==> config.mk <==
export PLATFORM = sky130hd
export DESIGN_NAME = fetch_stage
export DESIGN_NICKNAME = d
export VERILOG_FILES = /design/src/rtl/rv_pkg.sv /design/src/rtl/fetch_hold_buf.sv /design/src/rtl/fetch_stage.sv
export SDC_FILE = /design/constraint.sdc
export NUM_CORES = 1
export LEC_CHECK = 0
export CAP_MARGIN = 5
export CORE_UTILIZATION = 30
export DETAILED_ROUTE_END_ITERATION = 10
export PLACE_DENSITY = 0.59
export SLEW_MARGIN = 20
export SYNTH_ARGS = -nofsm -noshare
export SYNTH_HDL_FRONTEND = slang
export SYNTH_SLANG_ARGS = --single-unit
==> constraint.sdc <==
create_clock -name clk -period 7.55 [get_ports clk]
set_clock_uncertainty 0.1 [all_clocks]
set_input_delay 2.265 -clock clk [delete_from_list [all_inputs] [get_ports clk]]
set_output_delay 2.265 -clock clk [all_outputs]
set_load 0.01 [all_outputs]
==> src/rtl/rv_pkg.sv <==
// ============================================================================
// Module      : rv_pkg
// Description : Shared RV32I constants and helpers for the core front end.
// Revision    : 1.0 - initial release
// ============================================================================
`default_nettype none

package rv_pkg;

    localparam int          XLEN      = 32;
    localparam logic [31:0] NOP_INSTR = 32'h0000_0013;

    localparam logic [6:0] c_opc_op_imm = 7'b0010011;
    localparam logic [6:0] c_opc_load   = 7'b0000011;
    localparam logic [6:0] c_opc_store  = 7'b0100011;
    localparam logic [6:0] c_opc_branch = 7'b1100011;
    localparam logic [6:0] c_opc_jal    = 7'b1101111;
    localparam logic [6:0] c_opc_jalr   = 7'b1100111;

    function automatic logic [XLEN-1:0] bswap32(input logic [XLEN-1:0] i_word);
        return {i_word[7:0], i_word[15:8], i_word[23:16], i_word[31:24]};
    endfunction

endpackage

`default_nettype wire

==> src/rtl/fetch_hold_buf.sv <==
// ============================================================================
// Module      : fetch_hold_buf
// Description : One-entry {instr, pc} parking register used while ID stalls.
// Revision    : 1.0 - initial release
// ============================================================================
`default_nettype none

module fetch_hold_buf #(
    parameter logic [31:0] NOP_INSTR = 32'h0000_0013
) (
    input  logic        clk,
    input  logic        rst,
    input  logic        i_load,
    input  logic        i_clear,
    input  logic [31:0] i_instr,
    input  logic [31:0] i_pc,
    output logic [31:0] o_instr,
    output logic [31:0] o_pc,
    output logic        o_full
);

    logic        r_full_q,  w_full_d;
    logic [31:0] r_instr_q, w_instr_d;
    logic [31:0] r_pc_q,    w_pc_d;

    // Load wins over clear; the two never coincide in the fetch FSM.
    always_comb begin
        w_full_d  = r_full_q;
        w_instr_d = r_instr_q;
        w_pc_d    = r_pc_q;
        if (i_load) begin
            w_full_d  = 1'b1;
            w_instr_d = i_instr;
            w_pc_d    = i_pc;
        end else if (i_clear) begin
            w_full_d  = 1'b0;
        end
    end

    always_ff @(posedge clk or posedge rst) begin
        if (rst) begin
            r_full_q  <= 1'b0;
            r_instr_q <= NOP_INSTR;
            r_pc_q    <= 32'h0;
        end else begin
            r_full_q  <= w_full_d;
            r_instr_q <= w_instr_d;
            r_pc_q    <= w_pc_d;
        end
    end

    assign o_instr = r_instr_q;
    assign o_pc    = r_pc_q;
    assign o_full  = r_full_q;

endmodule

`default_nettype wire

==> src/rtl/fetch_stage.sv <==
// ============================================================================
// Module      : fetch_stage
// Description : RV32I instruction fetch stage with IF/ID pipeline register.
// Revision    : 1.0 - initial release
// ============================================================================
`default_nettype none

module fetch_stage #(
    parameter logic [31:0] RESET_PC   = 32'h0000_0000,
    parameter logic [31:0] NOP_INSTR  = rv_pkg::NOP_INSTR,
    parameter bit          SWAP_BYTES = 1'b1
) (
    input  logic        clk,
    input  logic        rst,
    output logic        ICACHE_ren,
    output logic        ICACHE_wen,
    output logic [29:0] ICACHE_addr,
    output logic [31:0] ICACHE_wdata,
    input  logic [31:0] ICACHE_rdata,
    input  logic        ICACHE_stall,
    input  logic        redirect_valid,
    input  logic [31:0] redirect_pc,
    input  logic        id_stall,
    output logic        id_valid,
    output logic [31:0] id_instr,
    output logic [31:0] id_pc,
    output logic [31:0] id_pc_plus4
);

    import rv_pkg::*;

    typedef enum logic [1:0] {
        S_FETCH = 2'd0,
        S_REDIR = 2'd1,
        S_HOLD  = 2'd2
    } state_e;

    state_e          r_state_q,    w_state_d;
    logic [XLEN-1:0] r_pc_q,       w_pc_d;
    logic [XLEN-1:0] r_pend_pc_q,  w_pend_pc_d;
    logic            r_id_valid_q, w_id_valid_d;
    logic [XLEN-1:0] r_id_instr_q, w_id_instr_d;
    logic [XLEN-1:0] r_id_pc_q,    w_id_pc_d;

    logic            w_buf_load;
    logic            w_buf_clear;
    logic [XLEN-1:0] w_buf_instr;
    logic [XLEN-1:0] w_buf_pc;
    logic            w_buf_full;

    logic [XLEN-1:0] w_rdata;
    logic [XLEN-1:0] w_redir_pc;
    logic [XLEN-1:0] w_pc_plus4;
    logic            w_unused_redir_lo;

    assign w_rdata           = SWAP_BYTES ? bswap32(ICACHE_rdata) : ICACHE_rdata;
    assign w_redir_pc        = {redirect_pc[31:2], 2'b00};
    assign w_pc_plus4        = r_pc_q + 32'd4;
    assign w_unused_redir_lo = ^redirect_pc[1:0];

    always_comb begin
        w_state_d    = r_state_q;
        w_pc_d       = r_pc_q;
        w_pend_pc_d  = r_pend_pc_q;
        w_id_valid_d = r_id_valid_q;
        w_id_instr_d = r_id_instr_q;
        w_id_pc_d    = r_id_pc_q;
        w_buf_load   = 1'b0;
        w_buf_clear  = 1'b0;

        case (r_state_q)
            S_FETCH: begin
                if (redirect_valid && !ICACHE_stall) begin
                    w_pc_d       = w_redir_pc;
                    w_id_valid_d = 1'b0;
                    w_id_instr_d = NOP_INSTR;
                end else if (redirect_valid) begin
                    // Cache access is mid-flight: park the target until it completes.
                    w_pend_pc_d  = w_redir_pc;
                    w_id_valid_d = 1'b0;
                    w_id_instr_d = NOP_INSTR;
                    w_state_d    = S_REDIR;
                end else if (!ICACHE_stall && !id_stall) begin
                    w_id_valid_d = 1'b1;
                    w_id_instr_d = w_rdata;
                    w_id_pc_d    = r_pc_q;
                    w_pc_d       = w_pc_plus4;
                end else if (!ICACHE_stall) begin
                    w_buf_load   = 1'b1;
                    w_pc_d       = w_pc_plus4;
                    w_state_d    = S_HOLD;
                end else if (!id_stall) begin
                    w_id_valid_d = 1'b0;
                    w_id_instr_d = NOP_INSTR;
                end
            end

            S_REDIR: begin
                w_id_valid_d = 1'b0;
                w_id_instr_d = NOP_INSTR;
                if (redirect_valid) begin
                    w_pend_pc_d = w_redir_pc;
                end
                if (!ICACHE_stall) begin
                    w_pc_d    = redirect_valid ? w_redir_pc : r_pend_pc_q;
                    w_state_d = S_FETCH;
                end
            end

            S_HOLD: begin
                if (redirect_valid) begin
                    w_buf_clear  = 1'b1;
                    w_pc_d       = w_redir_pc;
                    w_id_valid_d = 1'b0;
                    w_id_instr_d = NOP_INSTR;
                    w_state_d    = S_FETCH;
                end else if (!id_stall && w_buf_full) begin
                    w_buf_clear  = 1'b1;
                    w_id_valid_d = 1'b1;
                    w_id_instr_d = w_buf_instr;
                    w_id_pc_d    = w_buf_pc;
                    w_state_d    = S_FETCH;
                end
            end

            default: begin
                w_state_d = S_FETCH;
            end
        endcase
    end

    always_ff @(posedge clk or posedge rst) begin
        if (rst) begin
            r_state_q    <= S_FETCH;
            r_pc_q       <= RESET_PC;
            r_pend_pc_q  <= RESET_PC;
            r_id_valid_q <= 1'b0;
            r_id_instr_q <= NOP_INSTR;
            r_id_pc_q    <= 32'h0;
        end else begin
            r_state_q    <= w_state_d;
            r_pc_q       <= w_pc_d;
            r_pend_pc_q  <= w_pend_pc_d;
            r_id_valid_q <= w_id_valid_d;
            r_id_instr_q <= w_id_instr_d;
            r_id_pc_q    <= w_id_pc_d;
        end
    end

    fetch_hold_buf #(
        .NOP_INSTR (NOP_INSTR)
    ) u_hold_buf (
        .clk     (clk),
        .rst     (rst),
        .i_load  (w_buf_load),
        .i_clear (w_buf_clear),
        .i_instr (w_rdata),
        .i_pc    (r_pc_q),
        .o_instr (w_buf_instr),
        .o_pc    (w_buf_pc),
        .o_full  (w_buf_full)
    );

    // The request is gated by rst so it drops the instant reset asserts.
    assign ICACHE_ren   = !rst && (r_state_q != S_HOLD);
    assign ICACHE_wen   = 1'b0;
    assign ICACHE_addr  = r_pc_q[31:2];
    assign ICACHE_wdata = 32'h0;

    assign id_valid     = r_id_valid_q;
    assign id_instr     = r_id_instr_q;
    assign id_pc        = r_id_pc_q;
    assign id_pc_plus4  = r_id_pc_q + 32'd4;

endmodule

`default_nettype wire

==> impl_metrics.toml <==
[status]
status = "finished clean"

[routing]
drtIter0Drc = 473
num_vias = 8148
drc = 0
drt_wl_total_um = 27300
wire_per_inst_um = 16.8
drtPass1Iterations = 5
vias_per_cell = 5.02
antenna_left = 0

[synthesis]
yosysTopAreaCell = "dfrtp_1"
ys_seq_area_share_pct = 46.8
avgSynthCellArea_sq_um = 10.3
yosysWarnings = 0
syn_area_sq_um = 10500
synth_flop_cell = "dfrtp_1"
synth-seq-cells = 196
async_reset_ff_share_pct = 100
synth_top_area_share_pct = 45.3
synthTopCellsByArea = "dfrtp_1 45%, mux2_2 11%, buf_4 4.6%, mux2i_1 3.2%, o21ai_0 3.1%"
synth_edf_count = 0
synthesis.instances = 1025
ys_types = 65

[critical_path]
r2r_cells = 9
crit_path_start = "rst"
r2r_start = "r_state_q[0]$_DFFE_PP0P_"
required_ns = 5.18
startpoint_type = "primary input"
path_depth = 3
cp.buffers_inverters = 2
worstPathCellList = "clkdlybuf4s50_1 > nor2_1 > clkdlybuf4s50_1"
endpoint = "ICACHE_ren"
reg2reg_to = "r_pc_q[31]$_DFFE_PP0P_"
crit_arrival_ns = 3.37
worst_setup_path_end_kind = "output pin"
crit_family = "buffers and inverters"
cp_slowest_cell = "clkdlybuf4s50_1"
cp_max_fo = 2
cp_slowest_stage_delay_ns = 0.54
crit_type = "primary input to output pin"
path_common_cell = "clkdlybuf4s50_1"
reg2reg_slack_ns = 4.06

[layout]
fillCellCount = 3464
final_cells = 1622
register_area_sq_um = 4910
layout-drive-gt1-share_pct = 15.5
multi_input_area_sq_um = 4920
final_nets = 1228
layout_common_cells = "194 x clkdlybuf4s50_1, 190 x dfrtp_1, 103 x mux2_2, 85 x nand2_1, 70 x nor2_1"
syn_to_final_growth_pct = 24.9
final_common_cell = "clkdlybuf4s50_1"

[clock_network]
cts_buffer_depth = 2
clock_sinks = 196
root_buffer = "clkbuf_16"
numCtsBuffers = 17
htreeDepth = 4
cts_setup_buffers = 0
cts_tree = "yes"
worstSkewPairLatency_ns = 0.44
holdBufCountCts = 0
clk_pin_slew_ns = 0.07
ctsResizeCount = 0

[pwr]
p_per_area_nw_per_um2 = 404
p_comb_share_pct = 46.0
pwr-share-clk_pct = 16.8
power.switching_mw = 2.08
p_seq_share_pct = 37.2
intPower_mw = 3.22
switching_share_pct = 39.2
vdd_drop_max_uv = 178
leakagePower_nw = 5.15

[placed_design]
gp_congestion = 0.835
portBuffers = 194
dp_slack_ns = 1.81
hpwlAfterDp_um = 18500
placed_cells = 1589

[sta]
fin_crit_sh_pct = 75.9
hold_violations = 0
fmax_ghz = 0.174
worstMarginPinSlew_ns = 0.887
rsz0062_at_grt = "false"
postLayoutSetupSlackWorst_ns = 1.82
finalMaxSlewViolations = 0
min_period_ns = 5.73
setup_viol = 0
finalSetupTns_ns = 0
relSlewSlack_pct = 40.3
timing.hold.ws_ns = 0.381

[min_path]
hold_path.class = "flop to flop"

[floorplan]
die_area_sq_um = 35800
die_x_um = 189
ios = 230
rows = 68
die_h_um = 189
initial_core_util_pct = 30.4
core-area_sq_um = 34500

[global_routing]
grt_use_total_pct = 15.4
grt_max_degree = 133
antenna_found_initial = 4
grt_first_pass_wirelength_um = 43500
grt_pass1_vias = 7627
overflow = 0

[job]
maxCapViolCount = 0
==> power groups by stage <==
stage / Combinational (mW) / Sequential [mW] / Clock, mW
3_5_place_dp: 2.45 / 1.99 / 0
6_report: 2.44 / 1.97 / 0.888
2_1_floorplan: 1.60 / 1.90 / 0
5_1_grt: 2.68 / 2.05 / 0.958
4_1_cts: 2.46 / 1.97 / 0.919
3_3_place_gp: 2.41 / 1.97 / 0
==> state kept, by name, summed over array words and instances (netlist names) <==
register and cells:
r_state_q 2, u_hold_buf.o_instr 32, id_pc 32, r_pend_pc_q 32, id_instr 32, u_hold_buf.o_pc 32, r_pc_q 32, id_valid 1
u_hold_buf.o_full 1
==> metal layers <==
layer / routed length, um / global-route usage [%] / share of wire, % / up-vias
met3: 2150 / 5.26 / 7.9 / 34
met5: 35 / 0 / 0.13 / -
li1: - / - / - / 3869
met4: 400 / 4.09 / 1.5 / 6
met2: 12100 / 23.1 / 44 / 263
met1: 12600 / 21.2 / 46 / 3976
==> cells in the mapped netlist (6+ instances only) <==
master / count
ha_1: 6
a221oi_1: 15
nor3_1: 11
o31ai_1: 6
nand4_1: 19
buf_2: 11
buf_4: 65
xor2_1: 13
inv_1: 14
buf_1: 8
and3_1: 6
o21ai_0: 65
a22oi_1: 42
mux2_2: 103
nand3_1: 24
nand2_1: 85
dfstp_2: 6
a221o_1: 9
a211oi_1: 6
xnor2_1: 23
a21oi_1: 56
nor2_1: 70
and4_1: 6
mux2i_1: 34
clkbuf_1: 49
dfrtp_1: 190
==> area by class of cell <==
cell class | count | share of cell area (%)
clock inverter | 15 | 1.13
antenna | 1 | 0.0191
inverter | 15 | 0.458
sequential | 196 | 37.4
multi-input combinational | 712 | 37.5
timing repair buffer | 211 | 15.9
clock buffer | 17 | 3.24
tap | 455 | 4.34
==> worst min-delay path by stage <==
stage / from / to / slack, ns / cells past startpoint
floorplan: r_pend_pc_q[0]$_DFFE_PP0P_ / r_pend_pc_q[0]$_DFFE_PP0P_ / 0.35 / 1
global placement: id_instr[30]$_DFFE_PP0P_ / id_instr[30]$_DFFE_PP0P_ / 0.36 / 2
detailed placement: id_instr[7]$_DFFE_PP0P_ / id_instr[7]$_DFFE_PP0P_ / 0.37 / 2
CTS: id_instr[0]$_DFFE_PP1P_ / id_instr[0]$_DFFE_PP1P_ / 0.38 / 2
global route: id_instr[19]$_DFFE_PP0P_ / id_instr[19]$_DFFE_PP0P_ / 0.41 / 2
finish: id_instr[0]$_DFFE_PP1P_ / id_instr[0]$_DFFE_PP1P_ / 0.38 / 2
==> worst min-delay path, cell delays in order, from the launching register on <==
cell and delay (ns):
dfstp_2 0.37, nand2_1 0.04, o21ai_0 0.06
==> through the flow <==
step	power, mW	instance area, sq um	utilization, %
floorplan	3.49	10600	-
global placement	4.38	12500	36.3
detailed placement	4.44	12500	36.3
CTS	5.35	13100	38.0
global route	5.69	13100	38.0
finish	5.30	13100	38.0
==> cell families after synthesis <==
group,count (synthesis),synth area share (%)
flops,196,46.8
compound gates,242,15.5
simple gates,258,11.9
mux,137,14.3
fa+ha+maj,6,0.715
xor+xnor,36,3.00
buf+inv,149,7.85
other cells,1,0.0357
Note: power is estimated with default switching activity, not from simulation.
